**src/rtl/saw_tx_controller_if.sv**
```systemverilog
// Packet-in / frame-out / ACK-in bundle of the stop-and-wait sender.
// The controller takes master; the network layer and channel side take slave.
interface saw_tx_controller_if #(
    parameter int DATA_W  = 8,
    parameter int RETRY_W = 2
) ();
    logic               pkt_valid;
    logic [DATA_W-1:0]  pkt_data;
    logic               pkt_ready;
    logic               frm_valid;
    logic [DATA_W-1:0]  frm_data;
    logic               frm_seq;
    logic               frm_ready;
    logic               ack_valid;
    logic               ack_seq;
    logic               ack_err;
    logic               fail_clr;
    logic               tx_ok;
    logic               fail;
    logic               busy;
    logic [RETRY_W-1:0] retry_cnt;

    modport master (
        input  pkt_valid, pkt_data, frm_ready, ack_valid, ack_seq, ack_err, fail_clr,
        output pkt_ready, frm_valid, frm_data, frm_seq, tx_ok, fail, busy, retry_cnt
    );

    modport slave (
        output pkt_valid, pkt_data, frm_ready, ack_valid, ack_seq, ack_err, fail_clr,
        input  pkt_ready, frm_valid, frm_data, frm_seq, tx_ok, fail, busy, retry_cnt
    );
endinterface

```
**src/rtl/saw_tx_controller.sv**
```systemverilog
// Stop-and-wait ARQ sender: one frame in flight, 1-bit sequence, timed retransmit, retry limit.
// Accept->frame 1 cycle, ACK->ready 1 cycle; frame held stable while frm_ready is low.
module saw_tx_controller #(
    parameter int DATA_W    = 8,
    parameter int TIMEOUT   = 10,
    parameter int TIMER_W   = 8,
    parameter int MAX_RETRY = 3,
    parameter int RETRY_W   = 2
) (
    input  logic                 clk,
    input  logic                 rstn,
    saw_tx_controller_if.master  bus
);
    typedef enum logic [1:0] {S_IDLE, S_SEND, S_WAIT, S_FAIL} state_t;

    state_t             state, state_n;
    logic               seq, seq_n;
    logic [DATA_W-1:0]  copy, copy_n;
    logic [TIMER_W-1:0] timer, timer_n;
    logic [RETRY_W-1:0] retry, retry_n;
    logic               tx_ok_r, tx_ok_n;
    logic               good_ack;
    logic               timeout;

    assign good_ack = bus.ack_valid & ~bus.ack_err & (bus.ack_seq == seq);
    assign timeout  = (timer == TIMER_W'(TIMEOUT - 1));

    always_ff @(posedge clk or negedge rstn) begin
        if (!rstn) begin
            state   <= S_IDLE;
            seq     <= 1'b0;
            copy    <= '0;
            timer   <= '0;
            retry   <= '0;
            tx_ok_r <= 1'b0;
        end else begin
            state   <= state_n;
            seq     <= seq_n;
            copy    <= copy_n;
            timer   <= timer_n;
            retry   <= retry_n;
            tx_ok_r <= tx_ok_n;
        end
    end

    always_comb begin
        state_n = state;
        seq_n   = seq;
        copy_n  = copy;
        timer_n = timer;
        retry_n = retry;
        tx_ok_n = 1'b0;
        case (state)
            S_IDLE: begin
                if (bus.pkt_valid) begin
                    copy_n  = bus.pkt_data;
                    retry_n = '0;
                    state_n = S_SEND;
                end
            end
            S_SEND: begin
                if (bus.frm_ready) begin
                    timer_n = '0;
                    state_n = S_WAIT;
                end
            end
            S_WAIT: begin
                timer_n = timer + TIMER_W'(1);
                // A good ACK on the timeout cycle still wins over the retransmit.
                if (good_ack) begin
                    seq_n   = ~seq;
                    tx_ok_n = 1'b1;
                    timer_n = '0;
                    state_n = S_IDLE;
                end else if (timeout) begin
                    timer_n = '0;
                    if (retry < RETRY_W'(MAX_RETRY)) begin
                        retry_n = retry + RETRY_W'(1);
                        state_n = S_SEND;
                    end else begin
                        state_n = S_FAIL;
                    end
                end
            end
            S_FAIL: begin
                if (bus.fail_clr) begin
                    retry_n = '0;
                    state_n = S_IDLE;
                end
            end
            default: state_n = S_IDLE;
        endcase
    end

    assign bus.pkt_ready = (state == S_IDLE);
    assign bus.frm_valid = (state == S_SEND);
    assign bus.frm_data  = copy;
    assign bus.frm_seq   = seq;
    assign bus.tx_ok     = tx_ok_r;
    assign bus.fail      = (state == S_FAIL);
    assign bus.busy      = (state != S_IDLE);
    assign bus.retry_cnt = retry;
endmodule

```
**src/flat_wrapper.sv**
```systemverilog
// flat-port wrapper written by rule: the top's interface ports become plain ports
module saw_tx_controller_flat 
#(
    parameter int DATA_W    = 8,
    parameter int TIMEOUT   = 10,
    parameter int TIMER_W   = 8,
    parameter int MAX_RETRY = 3,
    parameter int RETRY_W   = 2
)
  (clk, rstn, bus_pkt_valid, bus_pkt_data, bus_frm_ready, bus_ack_valid, bus_ack_seq, bus_ack_err, bus_fail_clr, bus_pkt_ready, bus_frm_valid, bus_frm_data, bus_frm_seq, bus_tx_ok, bus_fail, bus_busy, bus_retry_cnt);
  saw_tx_controller_if #(.DATA_W(DATA_W), .RETRY_W(RETRY_W)) bus_i ();
  input  logic clk;
  input  logic rstn;
  input wire logic [$bits(bus_i.pkt_valid)-1:0] bus_pkt_valid;
  input wire logic [$bits(bus_i.pkt_data)-1:0] bus_pkt_data;
  input wire logic [$bits(bus_i.frm_ready)-1:0] bus_frm_ready;
  input wire logic [$bits(bus_i.ack_valid)-1:0] bus_ack_valid;
  input wire logic [$bits(bus_i.ack_seq)-1:0] bus_ack_seq;
  input wire logic [$bits(bus_i.ack_err)-1:0] bus_ack_err;
  input wire logic [$bits(bus_i.fail_clr)-1:0] bus_fail_clr;
  output wire logic [$bits(bus_i.pkt_ready)-1:0] bus_pkt_ready;
  output wire logic [$bits(bus_i.frm_valid)-1:0] bus_frm_valid;
  output wire logic [$bits(bus_i.frm_data)-1:0] bus_frm_data;
  output wire logic [$bits(bus_i.frm_seq)-1:0] bus_frm_seq;
  output wire logic [$bits(bus_i.tx_ok)-1:0] bus_tx_ok;
  output wire logic [$bits(bus_i.fail)-1:0] bus_fail;
  output wire logic [$bits(bus_i.busy)-1:0] bus_busy;
  output wire logic [$bits(bus_i.retry_cnt)-1:0] bus_retry_cnt;
  assign bus_i.pkt_valid = bus_pkt_valid;
  assign bus_i.pkt_data = bus_pkt_data;
  assign bus_i.frm_ready = bus_frm_ready;
  assign bus_i.ack_valid = bus_ack_valid;
  assign bus_i.ack_seq = bus_ack_seq;
  assign bus_i.ack_err = bus_ack_err;
  assign bus_i.fail_clr = bus_fail_clr;
  assign bus_pkt_ready = bus_i.pkt_ready;
  assign bus_frm_valid = bus_i.frm_valid;
  assign bus_frm_data = bus_i.frm_data;
  assign bus_frm_seq = bus_i.frm_seq;
  assign bus_tx_ok = bus_i.tx_ok;
  assign bus_fail = bus_i.fail;
  assign bus_busy = bus_i.busy;
  assign bus_retry_cnt = bus_i.retry_cnt;
  saw_tx_controller #(.DATA_W(DATA_W), .TIMEOUT(TIMEOUT), .TIMER_W(TIMER_W), .MAX_RETRY(MAX_RETRY), .RETRY_W(RETRY_W)) u_core (.clk(clk), .rstn(rstn), .bus(bus_i));
endmodule
```
**config.mk**
```make
export PLATFORM = sky130hd
export DESIGN_NAME = saw_tx_controller_flat
export DESIGN_NICKNAME = d
export VERILOG_FILES = /design/src/rtl/saw_tx_controller_if.sv /design/src/rtl/saw_tx_controller.sv /design/src/flat_wrapper.sv
export SDC_FILE = /design/constraint.sdc
export NUM_CORES = 1
export LEC_CHECK = 0
export BUFFER_PORTS_ARGS = -buffer_cell sky130_fd_sc_hd__buf_4
export CAP_MARGIN = 20
export CORE_MARGIN = 3
export CORE_UTILIZATION = 45
export CTS_CLUSTER_DIAMETER = 120
export DETAILED_ROUTE_END_ITERATION = 8
export PLACE_DENSITY = 0.81
export REMOVE_ABC_BUFFERS = 1
export SETUP_SLACK_MARGIN = 0.02
export SLEW_MARGIN = 20
export SYNTH_ARGS = -nofsm -noshare
export SYNTH_HDL_FRONTEND = slang
export SYNTH_SLANG_ARGS = --single-unit
```
**constraint.sdc**
```tcl
create_clock -name clk -period 1.8 [get_ports clk]
set_clock_uncertainty 0.15 [all_clocks]
set_input_delay 0.36 -clock clk [delete_from_list [all_inputs] [get_ports clk]]
set_output_delay 0.36 -clock clk [all_outputs]
set_load 0.02 [all_outputs]
```
* Word level (Yosys, flattened, before mapping)
Index checks and enable logic that the tools add are counted.
Storage, ports and cells: register bits 22, latch bits 0, memory bits (writable) 0, ROM bits 0, bits of input ports 16, output and inout bits 16, word-level logic and storage cells 52, memories kept 0
Operators by class: add/subtract/negate cells 2, multiply operators 0, divide/modulo/power cells 0, order comparisons 1, equal/unequal tests 12, shifts and indexed selects 0, multiplexer cells 18, bitwise gates (word level) 4, reductions and logical operators 9
Operators by type and width (count):
- two-way mux 8 bit | 3
- two-way mux 2 bit | 10
- one-hot mux 8 bit (2 select lines) | 1
- adder 8 x 1 -> 8 bit (second input constant) | 1
- equality test 8 x 4 -> 1 bit (second input constant) | 1
- inequality test 2 bit (second input constant) | 4
- one-hot mux 2 bit (4 select lines) | 1
- one-hot mux 2 bit (3 select lines) | 1
- AND reduction 2 bit | 3
- AND reduction 6 bit | 1
- equality test 2 bit (second input constant) | 2
- inequality test 2 x 1 -> 1 bit (second input constant) | 2
- AND reduction 4 bit | 1
- nonzero test 2 bit | 2
- inequality test 3 x 1 -> 1 bit (second input constant) | 1
- nonzero test 3 bit | 1
- adder 2 x 1 -> 2 bit (second input constant) | 1
- AND 1 bit | 2
- equality test 2 x 1 -> 1 bit (second input constant) | 1
- zero test 2 bit | 1
- < comparator 2 bit (second input constant) | 1
- two-way mux 1 bit | 2
- inverter 1 bit | 2
- equality test 1 bit | 1

* Logic depth before layout (Yosys ltp)
word-level depth 5, depth in mapped cells 6, gate-level depth less buffers 5

* Worst setup path after synthesis
Ideal clock, no wire load.
path kind reg2reg, start register u_core.state[0], end register u_core.retry[0], in the netlist u_core.bus.retry_cnt[0], setup time 122 ps, arrival time 1460 ps, required time 1528 ps, setup slack 68 ps, stages on the path, launching flop included 7, path buffers 2, clock period less this slack 1732 ps, cell sequence dfrtp_1 -> buf_6 -> nand2b_4 -> buf_6 -> o21ba_4 -> or3b_4 -> mux2i_1
On the way: cells in the longest elaborated chain, start to end 3, elaborated cells on any way between the ends 11
Ends and longest elaborated chain:
- start: declaration | RTL line saw_tx_controller.sv:16 | state_t state, state_n;
- start signal: assignment | RTL line saw_tx_controller.sv:37 | state <= state_n;
- equality test 2 bit / zero test 2 bit (equally long branches) | RTL line saw_tx_controller.sv:53 | case (state)
- inequality test 2 bit (no source line) (tied with other cells)
- AND reduction 6 bit (no source line)
- end signal: assignment | RTL line saw_tx_controller.sv:41 | retry <= retry_n;
- end: declaration | RTL line saw_tx_controller.sv:20 | logic [RETRY_W-1:0] retry, retry_n;
Several ways; a longest one is shown, not always the timed one. A chain may end at the register's enable or synchronous reset.

* Worst setup path in the final report
start register u_core.state[0], end output bus_fail
On the way: cells in the longest elaborated chain, start to end 1
Ends and longest elaborated chain:
- equality test 2 bit | RTL line saw_tx_controller.sv:100 | assign bus.fail = (state == S_FAIL);
- end: declaration | RTL line flat_wrapper.sv:26 | output wire logic [$bits(bus_i.fail)-1:0] bus_fail;
Every way passes these cells.

==> qor.yml <==
routing:
  viasPerCell: 5.34
  drcViolationCount: 0
  num_vias: 876
  first_iter_violations: 41
  ant_nets: 0
  drtPass1Iterations: 4
  wl_per_cell_um: 15.2
  drt_wl_total_um: 2500
synthesis:
  ys_top_cells_by_count: "dfrtp_1, nand2_1, mux2_2"
  ys_seq_area_share_pct: 49.2
  avgSynthCellArea_um2: 11.1
  synth_seq_cells: 22
  syn-cell-area_mm2: 0.00112
  synth_enable_flop_cells: 0
  synth_flop_cell: "dfrtp_1"
  syn_inst: 101
  yosysMostFrequentCell: "dfrtp_1"
  synth.top_cells.by_area: "dfrtp_1, mux2_2, nand2_1"
  synthArstFlopShare_pct: 100
  synth_top_area_share_pct: 49.2
  synth_cell_types: 37
  synth_warnings: 0
  synth_top_cell_by_area: "dfrtp_1"
worst_hold_path:
  hold_path_class: "in -> reg"
  hold_depth: 2
  hold_path_end: "u_core.bus.frm_data[5]"
  min_from: "bus_pkt_data[5]"
power:
  power_density_mw_per_mm2: 1520
  vdd_drop_max_mv: 1.02
  p_leak_nw: 0.678
cells_and_area:
  diodes: 0
  syn_to_final_growth_pct: 30.1
  stdcell_count: 164
  finalNetCount: 156
  drive_gt1_share_pct: 40.4
worst_setup_path:
  cp-start-kind: "flop"
  cp_data_arrival_time_ns: 1.18
  path_cells: "buf_4 > nand2_1 > inv_1 > buf_4"
  reg2reg_setup_slack_ns: 0.12
  cp_max_fo: 8
  crit_slowest_cell: "dfrtp_1"
  critPathBufInv: 3
  crit_family: "flip-flops"
  crit_start: "u_core.state[0]"
  worst_r2r_endpoint: "u_core.bus.retry_cnt[0]"
  path_common_cell: "buf_4"
  reg2reg_from: "u_core.state[1]"
  required_ns: 1.29
  end_kind: "output port"
  reg2reg_depth: 4
  max_stage_delay_ns: 0.40
  critical_path_class: "reg -> out"
placed_design:
  dp_cells: 158
  io_buffers: 31
  gp_congestion: 0.819
  dpl.hpwl_um: 1780
timing:
  tightest_slew_ns: 0.430
  tns_ns: 0
  relSlewSlack_pct: 71.1
  fin_crit_sh_pct: 93.8
  min_period_ns: 1.69
  rsz0062_at_grt: "true"
  slew_violations: 0
  max_freq_ghz: 0.592
  hold_viol: 0
  finalSetupViolations: 0
global_route:
  grt_overflow: 0
  grt_first_pass_wirelength_um: 4150
  grt_max_degree: 23
  grt_pass1_vias: 873
  grt_usage_pct: 17.0
  antenna_found_initial: 0
outcome:
  run_status: "finished clean"
floorplan:
  start_util_pct: 49.1
  rows: 17
  dieArea_mm2: 0.00312
  die_h_um: 55.9
  core_area_mm2: 0.00228
  ioPinCount: 32
  die_x_um: 55.9
clocking:
  cts_tree: "built"
  cts_buffers: 3
  clockBufferDepth: 2
  cts-root-buf: "clkbuf_4"
  cts_max_level: 1
  clk_pin_slew_ns: 0.13
  clk_latency_ns: 0.31
  cts_num_sinks: 22
run:
  maxCapViolations: 0
==> power by group <==
group          internal, mW  total (mW)  switching, mW
clock network         0.225       0.376          0.151
registers             0.655       0.803          0.148
logic                 0.486        1.03          0.543
==> timing repair <==
item,CTS,global route
buffers inserted,1,0
pin swaps,1,3
setup endpoints to repair,1,8
endpoints found under the hold margin,22,0
hold buffers,1,0
gates resized for setup,1,3
==> cells in the final DEF (no fill, tap or decap), drive strengths merged, types with 3 or more instances in the layout <==
master / Yosys / routed
a21oi: 7 / 7
buf: 3 / 34
clkbuf: 1 / 3
dfrtp: 22 / 22
ha: 3 / 3
inv: 3 / 3
mux2: 8 / 8
nand2: 11 / 11
nand3: 5 / 5
nand3b: 3 / 3
nor2: 3 / 3
xnor2: 3 / 3
==> flip-flops by register name, indices dropped and copies added (netlist names) <==
register,flops
u_core.bus.frm_data,8
u_core.timer,8
u_core.bus.retry_cnt,2
u_core.state,2
u_core.bus.frm_seq,1
u_core.bus.tx_ok,1
==> final cells by class <==
cell class | count | area (µm²)
Fill cell | 172 | 821
Timing Repair Buffer | 35 | 265
Inverter | 3 | 11.3
Multi-Input combinational cell | 72 | 539
Tap cell | 28 | 35.0
Sequential cell | 22 | 552
Clock inverter | 1 | 30.0
Clock buffer | 3 | 22.5
==> kinds of logic after synthesis <==
family                     synth area share [%]
buffers and inverters                      4.03
AOI/OAI and AO/OA                          10.9
and+or+nand+nor                            18.8
adders and majority gates                  3.36
xor gates and xnor gates                   3.92
DFF                                        49.2
muxes                                      9.84
==> per-stage QoR <==
stage          hold WS, ns  instance area [µm²]  utilization [%]  power (mW)  setup slack [ns]
6_report             0.126                 1460             63.9        2.21             0.112
4_1_cts              0.120                 1440             63.4        2.21            0.0457
3_3_place_gp         0.108                 1370             60.1        1.79             0.143
2_1_floorplan      -0.0856                 1080                -        1.40             0.151
3_5_place_dp         0.117                 1370             60.1        1.82            0.0681
5_1_grt             0.0949                 1460             63.9        2.36            0.0149
==> worst max path at each step <==
stage               slack (ns)  cells past startpoint                      end
floorplan                 0.15                      4  u_core.bus.retry_cnt[0]
CTS                       0.05                      4  u_core.bus.retry_cnt[0]
detailed placement        0.07                      4  u_core.bus.retry_cnt[0]
global placement          0.14                      4  u_core.bus.retry_cnt[1]
finish                    0.11                      4                 bus_fail
global route              0.01                      4                 bus_busy
==> per-layer routing <==
metal  GRT usage, %  up-vias  share of wire, %
met5              0        -                 0
met2           29.1       32                51
met3           3.94        4               5.1
li1               -      426                 -
met1           21.3      414                43
met4           5.08        0               1.2
(Power assumes the default switching activity.)
